**src/rtl/ad9228_multich_frame_align.sv**
```systemverilog
// ad9228_multich_frame_align: per-lane SER_WIDTH-to-DATA_WIDTH gearbox with autonomous FCO bit-slip frame alignment.
// Optional macro AD9228_FRAME_ERR_CNT_EN adds a saturating frame_err_cnt of FCO mismatches seen while locked.
module ad9228_multich_frame_align #(
  parameter int NUM_CH = 4,
  parameter int SER_WIDTH = 8,
  parameter int DATA_WIDTH = 12,
  parameter logic [NUM_CH-1:0] DIN_INV_MASK = '0,
  parameter bit FCO_INVERTED = 1'b0,
  parameter int LOCK_FRAMES = 8,
  parameter int SETTLE_FRAMES = 2,
  parameter int MISS_LIMIT = 4
) (
  input  logic dco_div4,
  input  logic rstn,
  input  logic [NUM_CH*SER_WIDTH-1:0] ser_data,
  input  logic [SER_WIDTH-1:0] ser_fco,
  input  logic ser_valid,
  input  logic realign,
  output logic [NUM_CH*DATA_WIDTH-1:0] des_data,
  output logic des_data_valid,
  output logic locked,
  output logic [$clog2(DATA_WIDTH)-1:0] slip_pos,
  output logic align_err,
  output logic lock_lost
`ifdef AD9228_FRAME_ERR_CNT_EN
  ,
  output logic [15:0] frame_err_cnt
`endif
);
  localparam int CW = $clog2(DATA_WIDTH + SER_WIDTH);
  localparam int PW = $clog2(DATA_WIDTH);
  localparam int MW = $clog2(LOCK_FRAMES + 1);
  localparam int XW = $clog2(MISS_LIMIT + 1);
  localparam int TW = $clog2(SETTLE_FRAMES + 1);
  localparam logic [DATA_WIDTH-1:0] FCO_PAT = {{(DATA_WIDTH/2){1'b1}}, {(DATA_WIDTH/2){1'b0}}};

  typedef enum logic [1:0] {S_SEARCH, S_SLIP, S_SETTLE, S_LOCKED} state_t;

  state_t r_state, w_next;
  logic [CW-1:0] r_cnt, w_n;
  logic r_fv, w_slip, w_full, w_hit, w_miss, w_lost;
  logic [DATA_WIDTH-1:0] w_fco;
  logic [MW-1:0] r_match;
  logic [XW-1:0] r_miss;
  logic [TW-1:0] r_settle;
  logic [PW-1:0] r_slip_pos;
  logic r_err;

  // A slip drops the oldest buffered bit, so the frame boundary moves one bit later.
  assign w_slip = (r_state == S_SLIP) && !realign;
  assign w_n = r_cnt + CW'(SER_WIDTH) - CW'(w_slip);
  assign w_full = w_n >= CW'(DATA_WIDTH);

  for (genvar k = 0; k <= NUM_CH; k++) begin : g_lane
    logic [SER_WIDTH-1:0] w_word;
    logic [DATA_WIDTH+SER_WIDTH-1:0] w_cat;
    logic [DATA_WIDTH-1:0] r_buf, r_frame;
    if (k < NUM_CH) begin : g_dat
      assign w_word = ser_data[k*SER_WIDTH +: SER_WIDTH] ^ {SER_WIDTH{DIN_INV_MASK[k]}};
      assign des_data[k*DATA_WIDTH +: DATA_WIDTH] = r_frame;
    end else begin : g_fco
      assign w_word = ser_fco ^ {SER_WIDTH{FCO_INVERTED}};
      assign w_fco = r_frame;
    end
    assign w_cat = {r_buf, w_word};
    always_ff @(posedge dco_div4 or negedge rstn)
      if (!rstn) begin
        r_buf <= '0;
        r_frame <= '0;
      end else if (ser_valid) begin
        r_buf <= w_cat[DATA_WIDTH-1:0];
        if (w_full) r_frame <= DATA_WIDTH'(w_cat >> (w_n - CW'(DATA_WIDTH)));
      end
  end

  always_ff @(posedge dco_div4 or negedge rstn)
    if (!rstn) begin
      r_cnt <= '0;
      r_fv <= 1'b0;
    end else begin
      r_fv <= ser_valid && w_full;
      if (ser_valid) r_cnt <= w_full ? w_n - CW'(DATA_WIDTH) : w_n;
    end

  assign w_hit = r_fv && (w_fco == FCO_PAT);
  assign w_miss = r_fv && (w_fco != FCO_PAT);
  assign w_lost = (r_state == S_LOCKED) && w_miss && (r_miss == XW'(MISS_LIMIT - 1)) && !realign;

  always_ff @(posedge dco_div4 or negedge rstn)
    if (!rstn) r_state <= S_SEARCH;
    else r_state <= w_next;

  always_comb begin
    w_next = r_state;
    case (r_state)
      S_SEARCH: w_next = w_miss ? S_SLIP : (w_hit && r_match == MW'(LOCK_FRAMES - 1)) ? S_LOCKED : S_SEARCH;
      S_SLIP:   w_next = ser_valid ? S_SETTLE : S_SLIP;
      S_SETTLE: w_next = (r_fv && r_settle == TW'(SETTLE_FRAMES - 1)) ? S_SEARCH : S_SETTLE;
      S_LOCKED: w_next = w_lost ? S_SEARCH : S_LOCKED;
      default:  w_next = S_SEARCH;
    endcase
    if (realign) w_next = S_SEARCH;
  end

  always_comb begin
    locked = r_state == S_LOCKED;
    des_data_valid = (r_state == S_LOCKED) && r_fv;
    lock_lost = w_lost;
  end

  always_ff @(posedge dco_div4 or negedge rstn)
    if (!rstn) begin
      r_match <= '0;
      r_miss <= '0;
      r_settle <= '0;
      r_slip_pos <= '0;
      r_err <= 1'b0;
    end else begin
      r_match <= (realign || r_state != S_SEARCH || w_miss) ? '0 : r_match + MW'(w_hit);
      r_miss <= (realign || r_state != S_LOCKED || w_hit) ? '0 : r_miss + XW'(w_miss);
      r_settle <= (realign || r_state != S_SETTLE) ? '0 : r_settle + TW'(r_fv);
      if (w_slip && ser_valid) begin
        r_slip_pos <= (r_slip_pos == PW'(DATA_WIDTH - 1)) ? '0 : r_slip_pos + 1'b1;
        r_err <= r_err || (r_slip_pos == PW'(DATA_WIDTH - 1));
      end
    end

  assign slip_pos = r_slip_pos;
  assign align_err = r_err;

`ifdef AD9228_FRAME_ERR_CNT_EN
  logic [15:0] r_ferr;
  always_ff @(posedge dco_div4 or negedge rstn)
    if (!rstn) r_ferr <= '0;
    else if (realign) r_ferr <= '0;
    else if (r_state == S_LOCKED && w_miss && r_ferr != 16'hFFFF) r_ferr <= r_ferr + 16'd1;
  assign frame_err_cnt = r_ferr;
`endif
endmodule

```
**config.mk**
```make
export PLATFORM = sky130hd
export DESIGN_NAME = ad9228_multich_frame_align
export DESIGN_NICKNAME = d
export VERILOG_FILES = /design/src/rtl/ad9228_multich_frame_align.sv
export SDC_FILE = /design/constraint.sdc
export NUM_CORES = 1
export LEC_CHECK = 0
export CORE_UTILIZATION = 50
export DETAILED_ROUTE_END_ITERATION = 12
export PLACE_DENSITY = 0.77
export SLEW_MARGIN = 25
export SYNTH_ARGS = -nofsm -noshare
export SYNTH_HDL_FRONTEND = slang
export SYNTH_SLANG_ARGS = --single-unit
```
**constraint.sdc**
```tcl
create_clock -name dco_div4 -period 4.8 [get_ports dco_div4]
set_input_delay 0.48 -clock dco_div4 [delete_from_list [all_inputs] [get_ports dco_div4]]
set_output_delay 0.48 -clock dco_div4 [all_outputs]
set_load 0.02 [all_outputs]
```
# After elaboration in Yosys (flattened, before gate mapping)
# Cells that the tools add are included.
op_classes:
  n_addsub: 7
  n_shift: 5
  mux: 12
  magnitude_cmp: 1
  n_reduce_logical: 21
  n_eq_ne: 11
op_table:
  columns: ["op", "count"]
  rows:
  - ["$shr A20 B5 Y12", 5]
  - ["$mux W2", 7]
  - ["$eq A12 B12 Y1 const B", 1]
  - ["$ne A12 B12 Y1 const B", 1]
  - ["$logic_and A1 B1 Y1", 11]
  - ["$mux W4", 2]
  - ["$pmux W2 S4", 1]
  - ["$logic_or A1 B1 Y1", 6]
  - ["$add A5 B4 Y5 const B", 1]
  - ["$ge A5 B4 Y1 const B", 1]
  - ["$mux W5", 1]
  - ["$sub A5 B1 Y5", 1]
  - ["$sub A5 B4 Y5 const B", 1]
  - ["$add A4 B1 Y4", 1]
  - ["$add A4 B1 Y4 const B", 1]
  - ["$eq A2 B1 Y1 const B", 2]
  - ["$eq A2 B2 Y1 const B", 2]
  - ["$eq A4 B3 Y1 const B", 1]
  - ["$eq A4 B4 Y1 const B", 1]
  - ["$ne A2 B2 Y1 const B", 2]
  - ["$add A3 B1 Y3", 1]
  - ["$eq A3 B2 Y1 const B", 1]
  - ["$mux W3", 1]
  - ["$add A2 B1 Y2", 1]
  - ["4 further kinds", 4]
word_totals:
  out_inout_bits: 56
  elab_cells: 75
  ff_bits: 142
  input_bits: 44

# Logic depth before layout (Yosys ltp)
logic_depth:
  ltp_word: 8
  ltp_mapped: 19
  ltp_nobuf: 14

# Least setup slack after synthesis
# OpenSTA, ideal clock, no wires.
synth_timing:
  path_kind: "input to register"
  start: "in realign"
  end: "reg g_lane[0].r_frame[4]"
  arrival_time_ns: 4.259
  path_buffers: 5
  path_slack_ns: 0.420
  t_required_ns: 4.679
  path_stages: 16
  cell_sequence: "clkbuf_1 > nor3b_1 > ha_1 > inv_1 > ha_1 > inv_1 > fa_1 > buf_2 > inv_1 > clkbuf_1 > buf_1 > ha_1 > clkinv_1 > buf_1 > mux4_2 > a22o_1"
synth_between:
  elab_chain_cells: 5
synth_rtl:
  columns: ["item", "line", "text"]
  rows:
  - ["start: declaration", "18", "input logic realign,"]
  - ["$logic_not A1 Y1 *", "50", "assign w_slip = (r_state == S_SLIP) && !realign;"]
  - ["$logic_and A1 B1 Y1 *", "50", null]
  - ["$sub A5 B1 Y5 *", "51", "assign w_n = r_cnt + CW'(SER_WIDTH) - CW'(w_slip);"]
  - ["$sub A5 B4 Y5 or $ge A5 B4 Y1 (tied branches)", "72, 52", null]
  - ["$shr A20 B5 Y12 or $reduce_and A2 Y1 (tied branches)", null, null]
  - ["end signal: assignment", "72", "if (w_full) r_frame <= DATA_WIDTH'(w_cat >> (w_n - CW'(DATA_WIDTH)));"]
  - ["end: declaration", "57", "logic [DATA_WIDTH-1:0] r_buf, r_frame;"]
# Mark *: on every way between the ends. The rest lies on a longest branch, timed or not.
# A chain may end at the register's enable or synchronous reset.

# Final worst setup path
layout_timing:
  start: "reg r_state[0]"
  end: "reg g_lane[1].r_frame[1]"
layout_between:
  elab_chain_cells: 5
layout_rtl:
  columns: ["item", "line", "text"]
  rows:
  - ["start: declaration", "39", "state_t r_state, w_next;"]
  - ["start signal: assignment", "91", "else r_state <= w_next;"]
  - ["$eq A2 B1 Y1 *", "50", null]
  - ["$logic_and A1 B1 Y1 *", "50", null]
  - ["$sub A5 B1 Y5 *", "51", null]
  - ["$sub A5 B4 Y5 or $ge A5 B4 Y1 (tied branches)", "72, 52", null]
  - ["$shr A20 B5 Y12 or $reduce_and A2 Y1 (tied branches)", null, null]
  - ["end signal: assignment", "72", null]
  - ["end: declaration", "57", null]
# Marked as above.

==> results.cfg <==
[synthesis]
syn-cell-area_um2 = 9860
synth_edf_count = 0
postSynthCellCount = 842
synth_top_cell_area_share_pct = 36.0
synth_largest_area_cell = dfrtp_1
ys_seq_elements = 142
syn-num-nets = 898
async_reset_ff_share_pct = 100
postSynthAreaPerCell_um2 = 11.7
synthFlopType = dfrtp_1
synth.distinct_cells = 63
ys_top_cells_by_area = dfrtp_1, mux4_2, mux2_2, mux2i_1, nand2_1
ys_seq_area_share_pct = 36.0
yosys_warnings = 0

[die]
dieArea_um2 = 20300
die_h_um = 142
start_util_pct = 50.8
ios = 100
rows = 51
coreArea_um2 = 19400
die_x_um = 142

[clock_tree]
cts_hold_buf = 0
clk_pin_slew_ns = 0.06
cts_buffer_depth = 2
cts_buffers = 17
cts_sinks = 142
cts-root-buf = clkbuf_16
clkLatencyLatePin_ns = 0.43
cts_tree = yes
post-cts-setup-buffers = 0
htreeDepth = 4
cts_resized = 0

[critical_path]
required_ns = 5.09
max_stage_delay_ns = 0.53
crit_family = simple AND/OR/NAND/NOR gates
critPathArrivalTime_ns = 4.29
startpoint_type = flip-flop
reg2reg_to = g_lane[1].r_frame[1]$_DFFE_PN0P_
crit_buf_inv = 4
cp_cell_sequence = nor3b_1 > ha_4 > inv_1 > ha_4 > inv_1 > fa_2 > xor2_1 > inv_1 > ha_2 > and4b_1 > a31o_1 > a221oi_4 > buf_4 > or2_2 > o221ai_1
crit_slowest_cell = nor3b_1
ff2ff_path_depth = 15
r2r-start = r_state[0]$_DFF_PN0_
worstSetupPathType = reg2reg
r2r_setup_slack_ns = 0.80
crit_path_max_fanout = 47
critPathMostFrequentCell = inv_1
end_kind = flip-flop

[route]
viasPerCell = 6.53
first_pass_iters = 5
drc = 0
drt_iter0_drc = 952
wirelength_mm = 25.5
dr_total_vias = 7698
antenna_left = 0
wl_per_cell_um = 21.6

[placed_design]
port_buffers = 99
gp_congestion = 0.899
dp_hpwl_mm = 17.6

[sta]
max_slew_margin_pct = 38.3
max_freq_mhz = 250
period_share_pct = 83.3
finalSetupTns_ns = 0
fin_worst_skew_ns = 0.00854
rsz0062_at_grt = false
tightest_slew_ns = 0.926
setup-violations-final = 0
drv_slew = 0
hold_ws_ns = 0.179
min_period_ns = 4.00
hold_viol_final = 0

[hold_path]
holdCritPathClass = in2async

[finish]
final_nets = 959
drive_above_1_share_pct = 23.6
final_common_cell = dfrtp_1
area_delta_synth_final_pct = 17.6
diodes = 0
final_cell_mix = dfrtp_1, clkdlybuf4s50_1, nand2_1

[global_route]
overflow = 0
grt_max_degree = 109
grt_pass1_wl_mm = 41.4
grt_util_all_layers_pct = 26.7
antenna_found_initial = 0
grt_pass1_vias = 7199

[outcome]
status = completed

[run]
drv_cap = 0
## layout make-up
| cell class | count | area, um^2 |
|---|---|---|
| Fill cell | 1591 | 7800 |
| Multi-Input combinational cell | 599 | 5820 |
| Sequential cell | 142 | 3550 |
| Timing Repair Buffer | 120 | 1170 |
| Clock buffer | 20 | 447 |
| Tap cell | 265 | 332 |
| Clock inverter | 10 | 188 |
| Inverter | 23 | 86.3 |
## cells by family (layout without fill, tap and decap cells)
logic type               Yosys count  after routing  share of synthesized area [%]
buffers and inverters            101            173                           5.25
AO/OA/AOI/OAI                    169            169                           13.3
adder cells (fa/ha/maj)           12             12                           1.60
XOR/XNOR                           8              8                          0.710
AND/OR/NAND/NOR                  187            187                           9.25
multiplexers                     223            223                           33.9
flip-flops                       142            142                           36.0
## cell usage after synthesis, types with 15 or more instances
library cell	instances
dfrtp_1	142
nand2_1	84
mux4_2	81
mux2_2	70
mux2i_1	68
a22o_1	35
clkbuf_1	35
a21oi_1	26
nor2_1	23
inv_1	21
a221o_1	19
o21ai_0	19
and3_1	18
buf_2	18
a2111oi_0	15
o22ai_1	15
## through the flow
stage | std cells | area, um^2 | utilization [%] | setup WS [ns]
after floorplan | 842 | 9860 | - | 0.420
after global placement | 1149 | 11000 | 56.5 | 0.523
after detailed placement | 1149 | 11000 | 56.5 | 0.414
after CTS | 1179 | 11600 | 59.8 | 0.811
after global routing | 1179 | 11600 | 59.8 | 0.486
final | 1179 | 11600 | 59.8 | 0.802
## layer usage
metal	vias up	part of all wire [%]	GRT usage [%]
met2	395	44	37.7
met3	41	8.5	4.78
li1	3416	-	-
met1	3846	46	41.5
met5	-	0	0
met4	0	1.7	7.70
## state kept, by name, summed over array words and instances (netlist names)
signal,cells
g_lane.r_frame,60
r_match,4
r_state,2
g_lane.r_buf,60
r_fv,1
r_cnt,5
align_err,1
r_miss,3
r_settle,2
slip_pos,4
## worst reg2reg max path: cells and delay by family (launching register included)
kind                       cells  cell delay, ns
adders and majority gates      4            0.76
xor gates and xnor gates       1            0.26
and+or+nand+nor                3            1.01
DFF                            1            0.49
buffers and inverters          4            0.71
AOI/OAI and AO/OA              3            0.62
## how the worst max path moves through the flow
stage | to | cells past startpoint | slack (ns) | startpoint
finish | g_lane[1].r_frame[1]$_DFFE_PN0P_ | 15 | 0.80 | r_state[0]$_DFF_PN0_
global route | g_lane[4].r_frame[2]$_DFFE_PN0P_ | 15 | 0.49 | r_state[0]$_DFF_PN0_
CTS | g_lane[1].r_frame[6]$_DFFE_PN0P_ | 14 | 0.81 | r_state[1]$_DFF_PN0_
global placement | g_lane[0].r_frame[6]$_DFFE_PN0P_ | 15 | 0.52 | realign
detailed placement | g_lane[0].r_frame[6]$_DFFE_PN0P_ | 15 | 0.41 | realign
floorplan | g_lane[0].r_frame[4]$_DFFE_PN0P_ | 16 | 0.42 | realign
Power is not shown: default switching activity piles up to over one toggle a cycle in this logic, so the estimate is an artifact.
